File: config.mk
export PLATFORM = sky130hd
export DESIGN_NAME = load_store_unit
export DESIGN_NICKNAME = d
export VERILOG_FILES = /design/src/rtl/load_store_unit.sv
export SDC_FILE = /design/constraint.sdc
export NUM_CORES = 1
export LEC_CHECK = 0
export BUFFER_PORTS_ARGS = -buffer_cell sky130_fd_sc_hd__buf_2
export CAP_MARGIN = 10
export CORE_MARGIN = 5
export CORE_UTILIZATION = 53
export DETAILED_ROUTE_END_ITERATION = 10
export HOLD_SLACK_MARGIN = 0.06
export PLACE_DENSITY = 0.95
export SLEW_MARGIN = 20
export SYNTH_ARGS = -nofsm -noshare
export SYNTH_HDL_FRONTEND = slang
export SYNTH_SLANG_ARGS = --single-unit
File: constraint.sdc
create_clock -name clk -period 5.7 [get_ports clk]
set_clock_uncertainty 0.1 [all_clocks]
set_input_delay 1.14 -clock clk [delete_from_list [all_inputs] [get_ports clk]]
set_output_delay 1.14 -clock clk [all_outputs]
set_load 0.05 [all_outputs]
File: src/rtl/load_store_unit.sv
`default_nettype none
// ============================================================================
// Module   : load_store_unit
// Purpose  : Memory-access stage: one load/store per Start over a req/ack
//            port, with lane steering, load extension and error detection.
// Revision : 1.0
// ============================================================================
module load_store_unit #(
  parameter int unsigned TIMEOUT_CYCLES = 16
) (
  input  logic        clk,
  input  logic        rst_n,
  input  logic        Start,
  input  logic        MemWrite,
  input  logic [2:0]  LoadStoreType,
  input  logic [31:0] ALUResult,
  input  logic [31:0] WriteData,
  output logic        Busy,
  output logic        Done,
  output logic [31:0] ReadData,
  output logic [1:0]  Error,
  output logic        MemReq,
  output logic        MemWe,
  output logic [31:0] MemAddr,
  output logic [31:0] MemWData,
  output logic [3:0]  MemByteEn,
  input  logic [31:0] MemRData,
  input  logic        MemAck
);

  typedef enum logic [1:0] {
    IDLE = 2'd0,
    WAIT = 2'd1,
    RESP = 2'd2
  } state_e;

  localparam logic [7:0] TIMEOUT_C = 8'(TIMEOUT_CYCLES);

  state_e      state_q, state_d;
  logic        we_q, we_d;
  logic [2:0]  type_q, type_d;
  logic [1:0]  lo_q, lo_d;
  logic [7:0]  cnt_q, cnt_d;
  logic        req_q, req_d;
  logic        mwe_q, mwe_d;
  logic [31:0] addr_q, addr_d;
  logic [31:0] wdata_q, wdata_d;
  logic [3:0]  be_q, be_d;
  logic [31:0] rdata_q, rdata_d;
  logic [1:0]  err_q, err_d;

  logic        illegal_w;
  logic        misaligned_w;
  logic [3:0]  be_w;
  logic [31:0] wdata_w;
  logic [31:0] shifted_w;
  logic [31:0] load_w;
  logic [7:0]  cnt_inc_w;

  // Request decode from the live inputs; only consumed when Start is taken in IDLE.
  always_comb begin
    illegal_w    = 1'b0;
    misaligned_w = 1'b0;
    be_w         = 4'b0000;
    wdata_w      = '0;
    case (LoadStoreType)
      3'b000, 3'b100: begin
        be_w    = 4'b0001 << ALUResult[1:0];
        wdata_w = {4{WriteData[7:0]}};
      end
      3'b001, 3'b101: begin
        be_w         = 4'b0011 << {ALUResult[1], 1'b0};
        wdata_w      = {2{WriteData[15:0]}};
        misaligned_w = ALUResult[0];
      end
      3'b010: begin
        be_w         = 4'b1111;
        wdata_w      = WriteData;
        misaligned_w = |ALUResult[1:0];
      end
      default: illegal_w = 1'b1;
    endcase
    if (MemWrite && LoadStoreType[2]) begin
      illegal_w = 1'b1;
    end
    if (!MemWrite || illegal_w) begin
      wdata_w = '0;
    end
    if (illegal_w) begin
      be_w = 4'b0000;
    end
  end

  // Halfword accesses only ever have lo_q of 00 or 10, so one shifter serves B and H.
  always_comb begin
    shifted_w = MemRData >> {lo_q, 3'b000};
    case (type_q)
      3'b000:  load_w = {{24{shifted_w[7]}}, shifted_w[7:0]};
      3'b001:  load_w = {{16{shifted_w[15]}}, shifted_w[15:0]};
      3'b010:  load_w = shifted_w;
      3'b100:  load_w = {24'h000000, shifted_w[7:0]};
      3'b101:  load_w = {16'h0000, shifted_w[15:0]};
      default: load_w = '0;
    endcase
  end

  assign cnt_inc_w = cnt_q + 8'd1;

  always_comb begin
    state_d = state_q;
    we_d    = we_q;
    type_d  = type_q;
    lo_d    = lo_q;
    cnt_d   = cnt_q;
    req_d   = req_q;
    mwe_d   = mwe_q;
    addr_d  = addr_q;
    wdata_d = wdata_q;
    be_d    = be_q;
    rdata_d = rdata_q;
    err_d   = err_q;
    case (state_q)
      IDLE: begin
        if (Start) begin
          we_d    = MemWrite;
          type_d  = LoadStoreType;
          lo_d    = ALUResult[1:0];
          addr_d  = {ALUResult[31:2], 2'b00};
          wdata_d = wdata_w;
          be_d    = be_w;
          cnt_d   = '0;
          if (illegal_w) begin
            err_d   = 2'b11;
            rdata_d = '0;
            state_d = RESP;
          end else if (misaligned_w) begin
            err_d   = 2'b01;
            rdata_d = '0;
            state_d = RESP;
          end else begin
            req_d   = 1'b1;
            mwe_d   = MemWrite;
            state_d = WAIT;
          end
        end
      end
      WAIT: begin
        cnt_d = cnt_inc_w;
        // An ack on the final counted cycle still completes successfully.
        if (MemAck) begin
          req_d   = 1'b0;
          mwe_d   = 1'b0;
          err_d   = 2'b00;
          rdata_d = we_q ? 32'h0 : load_w;
          state_d = RESP;
        end else if (cnt_inc_w == TIMEOUT_C) begin
          req_d   = 1'b0;
          mwe_d   = 1'b0;
          err_d   = 2'b10;
          rdata_d = '0;
          state_d = RESP;
        end
      end
      RESP: state_d = IDLE;
      default: state_d = IDLE;
    endcase
  end

  always_ff @(posedge clk or negedge rst_n) begin
    if (!rst_n) begin
      state_q <= IDLE;
      we_q    <= 1'b0;
      type_q  <= 3'b000;
      lo_q    <= 2'b00;
      cnt_q   <= '0;
      req_q   <= 1'b0;
      mwe_q   <= 1'b0;
      addr_q  <= '0;
      wdata_q <= '0;
      be_q    <= 4'b0000;
      rdata_q <= '0;
      err_q   <= 2'b00;
    end else begin
      state_q <= state_d;
      we_q    <= we_d;
      type_q  <= type_d;
      lo_q    <= lo_d;
      cnt_q   <= cnt_d;
      req_q   <= req_d;
      mwe_q   <= mwe_d;
      addr_q  <= addr_d;
      wdata_q <= wdata_d;
      be_q    <= be_d;
      rdata_q <= rdata_d;
      err_q   <= err_d;
    end
  end

  assign Busy      = (state_q != IDLE);
  assign Done      = (state_q == RESP);
  assign ReadData  = rdata_q;
  assign Error     = err_q;
  assign MemReq    = req_q;
  assign MemWe     = mwe_q;
  assign MemAddr   = addr_q;
  assign MemWData  = wdata_q;
  assign MemByteEn = be_q;

endmodule
`default_nettype wire
Word-level counts from Yosys, hierarchy flattened. Cells that the tools add are included.

Bits of input ports: 104. Register bits after elaboration: 118. Output and inout port bits: 106. Logic and storage cells: 87.

Equal/unequal tests: 16. Muxes and demuxes: 38. Add/sub/neg operators: 1. Reduce and logical (&&, ||, !) cells: 17. Shift operators: 3.

Operators with widths (count): $mux W32 (7); $pmux W32 S5 (1); $pmux W32 S3 (1); $pmux W32 S2 (1); $shr A32 B5 Y32 (1); $mux W2 (9); $pmux W8 S2 (1); $eq A3 B3 Y1 const B (4); $pmux W4 S3 (1); $mux W1 (10); $add A8 B1 Y8 const B (1); $eq A8 B5 Y1 const B (1); $mux W8 (1); $pmux W2 S2 (2); $eq A3 B1 Y1 const B (2); $eq A3 B2 Y1 const B (2); $logic_not A3 Y1 (2); $ne A2 B2 Y1 const B (3); $ne A3 B3 Y1 const B (2); $pmux W1 S2 (3); $reduce_and A2 Y1 (3); $reduce_or A2 Y1 (3); $reduce_and A5 Y1 (1); $reduce_or A5 Y1 (1); 11 further kinds (12).

Longest topological paths before layout.
Word-level depth: 7. Mapped depth: 8. Gate-level depth less buffers: 5.

Worst setup path before layout. OpenSTA, ideal clock, no wires.

Path type: input port to flip-flop. Start: input port LoadStoreType[1]. End: register rdata_q[12] (netlist: ReadData[12]). Library setup time: 126 ps. Stages on the path: 8. Buffers on the path: 3. Arrival time: 2365 ps. Setup slack: 3109 ps. Required time: 5474 ps. Cell sequence: buf_2 -> a221oi_1 -> nor2_1 -> nand2_1 -> o21a_1 -> buf_6 -> buf_6 -> a221o_1.

Cells in the longest elaborated chain, start to end: 7. Elaborated cells between the ends (all ways): 15. Classes of those cells: 5 x eq/ne; 6 x mux; 4 x reduce/logical.

RTL lines: from (decl) (line 15) `input logic [2:0] LoadStoreType,`; $eq A3 B2 Y1, or another cell as far along (line 66) `case (LoadStoreType)`; $reduce_or A5 Y1 (no source line); $mux W1 (line 66); $mux W1 (line 83) `if (MemWrite && LoadStoreType[2]) begin`; $mux W32 (line 132) `if (illegal_w) begin`; $mux W32 (line 124) `if (Start) begin`; $pmux W32 S2 (line 122) `case (state_q)`; to (signal assigned) (line 194) `rdata_q <= rdata_d;`; to (decl) (line 49) `logic [31:0] rdata_q, rdata_d;`.

Parallel ways exist; a longest one is shown, timed or not. The select of a mux whose other input is x is not followed. A chain may end at the register's enable or synchronous reset.

Worst setup path in the final report.
Start: register state_q[1]. End: output port Done.

Cells in the longest elaborated chain, start to end: 1.

RTL lines: from (decl) (line 39) `state_e state_q, state_d;`; from (signal assigned) (line 184) `state_q <= state_d;`; $eq A2 B2 Y1 (line 200) `assign Done = (state_q == RESP);`; to (decl) (line 19) `output logic Done,`.

No other way between the ends.

==> impl_metrics.env <==
export IMPL_status="finished, final reports clean"
export IMPL_syn_inst=565
export IMPL_rsz0062_at_grt="no"
export IMPL_ios=210
export IMPL_detail_route_first_pass_iterations=5
export IMPL_vias=5191
export IMPL_start_util_pct=53.7
export IMPL_setup_ws_ns=2.98
export IMPL_peakVddDrop_mv=0.263
export IMPL_grt_max_degree=89
export IMPL_power_density_nw_per_um2=460
export IMPL_drtAntennaViolNets=0
export IMPL_synth_distinct_cells=49
export IMPL_postSynthAreaPerCell_sq_um=9.68
export IMPL_wl_per_cell_um=17.6
export IMPL_port_buffers=207
export IMPL_cp_start_kind="register"
export IMPL_synthArstFlopShare_pct=100
export IMPL_vias_per_cell=5.72
export IMPL_core_sq_um=10200
export IMPL_netlist_area_sq_um=5470
export IMPL_clk_pin_slew_ns=0.06
export IMPL_drc_errors=0
export IMPL_globalRouteTotalUtil_pct=25.4
export IMPL_grt_pass1_vias=5262
export IMPL_cts_tree="built"
export IMPL_die_h_um=112
export IMPL_preCtsSetupSlack_ns=2.38
export IMPL_clockBufferDepth=2
export IMPL_r2r_slack_ns=3.11
export IMPL_wl_um=16000
export IMPL_antennaDiodeCount=0
export IMPL_crit_type="register to output pin"
export IMPL_crit_fanout=5
export IMPL_tightest_slew_ns=0.932
export IMPL_cp_required_ns=4.46
export IMPL_finalSetupViolCount=0
export IMPL_clock_sinks=118
export IMPL_placementRows=37
export IMPL_max_cap_viol_count=0
export IMPL_dieArea_sq_um=12400
export IMPL_hold_path_class="register to register"
export IMPL_synth_edff_count=0
export IMPL_die_x_um=112
export IMPL_ys_warn_count=0
export IMPL_relSlewSlack_pct=37.9
export IMPL_cts_root_buffer="clkbuf_8"
export IMPL_fin_crit_sh_pct=47.8
export IMPL_drive_above_1_share_pct=33.1
export IMPL_h_tree_depth=4
export IMPL_holdBufCountCts=0
export IMPL_drt_initial_drc_count=439
export IMPL_max_freq_ghz=0.367
export IMPL_p_leak_nw=3.84
export IMPL_cts_made_buffers=17
export IMPL_finalHoldViolations=0
export IMPL_ys_flop_type="dfrtp_1"
export IMPL_cts_setup_buffers=0
export IMPL_antenna_found_initial=0
export IMPL_grt_overflow=0
export IMPL_layout_nets=863
export IMPL_cts_resized=0
export IMPL_area_growth_pct=30.3
export IMPL_gp_congestion=0.906
export IMPL_end_kind="output pin"
export IMPL_layout_common_cells="buf_2, nand2_1, dfrtp_1"
export IMPL_worst_ep_arrival_time_ns=1.48
export IMPL_finalMaxSlewViolations=0
export IMPL_ys_seq_area_share_pct=54.0
export IMPL_fin_setup_tns_ns=0
export IMPL_grt_pass1_wl_um=25700
export IMPL_fin_crit_ns=2.72
export IMPL_place_hpwl_um=11100
export IMPL_final_common_cell="buf_2"
export IMPL_ys_ff_latch=118
export IMPL_clk_latency_ns=0.50
final cells by class:
class / count / area (sq um)
clock inverters: 14 / 151
well taps: 136 / 170
clock buffers: 18 / 428
inverters: 13 / 48.8
fillers: 780 / 3060
repair buffers: 211 / 1070
flip-flops and latches: 118 / 2950
multi-input cells: 397 / 2300
report_power, final:
part	leakage [nW]	switching [mW]	internal [mW]
clock	0.270	0.388	0.636
sequential	1.55	0.120	0.987
combinational	2.02	0.855	0.289
flip-flops by register name, summed over array words and instances, names as in the netlist:
signal / cells
type_q: 3
MemReq: 1
ReadData: 32
we_q: 1
lo_q: 2
MemAddr: 30
Error: 2
state_q: 2
MemByteEn: 4
cnt_q: 8
MemWData: 32
MemWe: 1
Yosys cell counts, drive strengths merged, types with 2 or more instances:
cell type    n  area [sq um]
nand2      153           574
nand3b       3          22.5
nor3b        2          20.0
a211o        7          61.3
and3         4          25.0
nor2        22          82.6
inv         13          48.8
nand2b       2          12.5
o2bb2ai      9          78.8
a32o         8          81.3
clkbuf      20          76.3
a22o        16           140
o21ai       49           245
a222oi       8          80.1
nand3        4          20.0
nor4         2          18.8
a221oi       2          17.5
o31ai        5          37.5
or2          2          12.5
dfrtp      118          2950
a221o        8          80.1
a21oi       32           160
buf         18           106
o211ai       2          15.0
mux2i       27           270
nor2b       10          62.6
nand4        2          12.5
nor3         2          15.0
a31oi        3          18.8
cells by family after synthesis:
kind of cell | share of synthesized area (%)
buffers and inverters | 4.23
DFF | 54.0
and+or+nand+nor | 16.2
muxes | 5.15
adders and majority gates | 0.229
AOI/OAI and AO/OA | 20.1
other | 0.0686
final timing paths:
kind / end / startpoint / cells past startpoint
max: Done / state_q[1] / 3
max reg2reg: ReadData[2] / state_q[0] / 5
min in group asynchronous: MemAddr[29] / rst_n / 1
max in group asynchronous: MemWData[4] / rst_n / 2
min: MemAddr[30] / MemAddr[30] / 2
min reg2reg: MemAddr[30] / MemAddr[30] / 2
critical path, stage by stage, from the launching register on:
cell     delay (ns)
dfrtp_1        0.41
inv_1          0.13
nor2_1         0.16
buf_2          0.29
layer usage:
layer	GRT usage, %	part of all wire [%]
met5	0	0
met1	31.3	40
met4	10.1	3.2
met3	6.96	8.2
met2	42.6	49
per-stage QoR:
| step | total power [mW] | instances | util [%] | cell area [sq um] | hold slack [ns] |
|---|---|---|---|---|---|
| final | 3.28 | 907 | 70.0 | 7120 | 0.368 |
| after global placement | 2.22 | 875 | 64.2 | 6540 | 0.353 |
| after floorplan | 1.94 | 566 | - | 5470 | 0.338 |
| after global routing | 3.42 | 907 | 70.0 | 7120 | 0.386 |
| after CTS | 3.29 | 907 | 69.9 | 7120 | 0.372 |
| after detailed placement | 2.25 | 875 | 64.2 | 6540 | 0.358 |
Note: power is estimated with default switching activity, not from simulation.
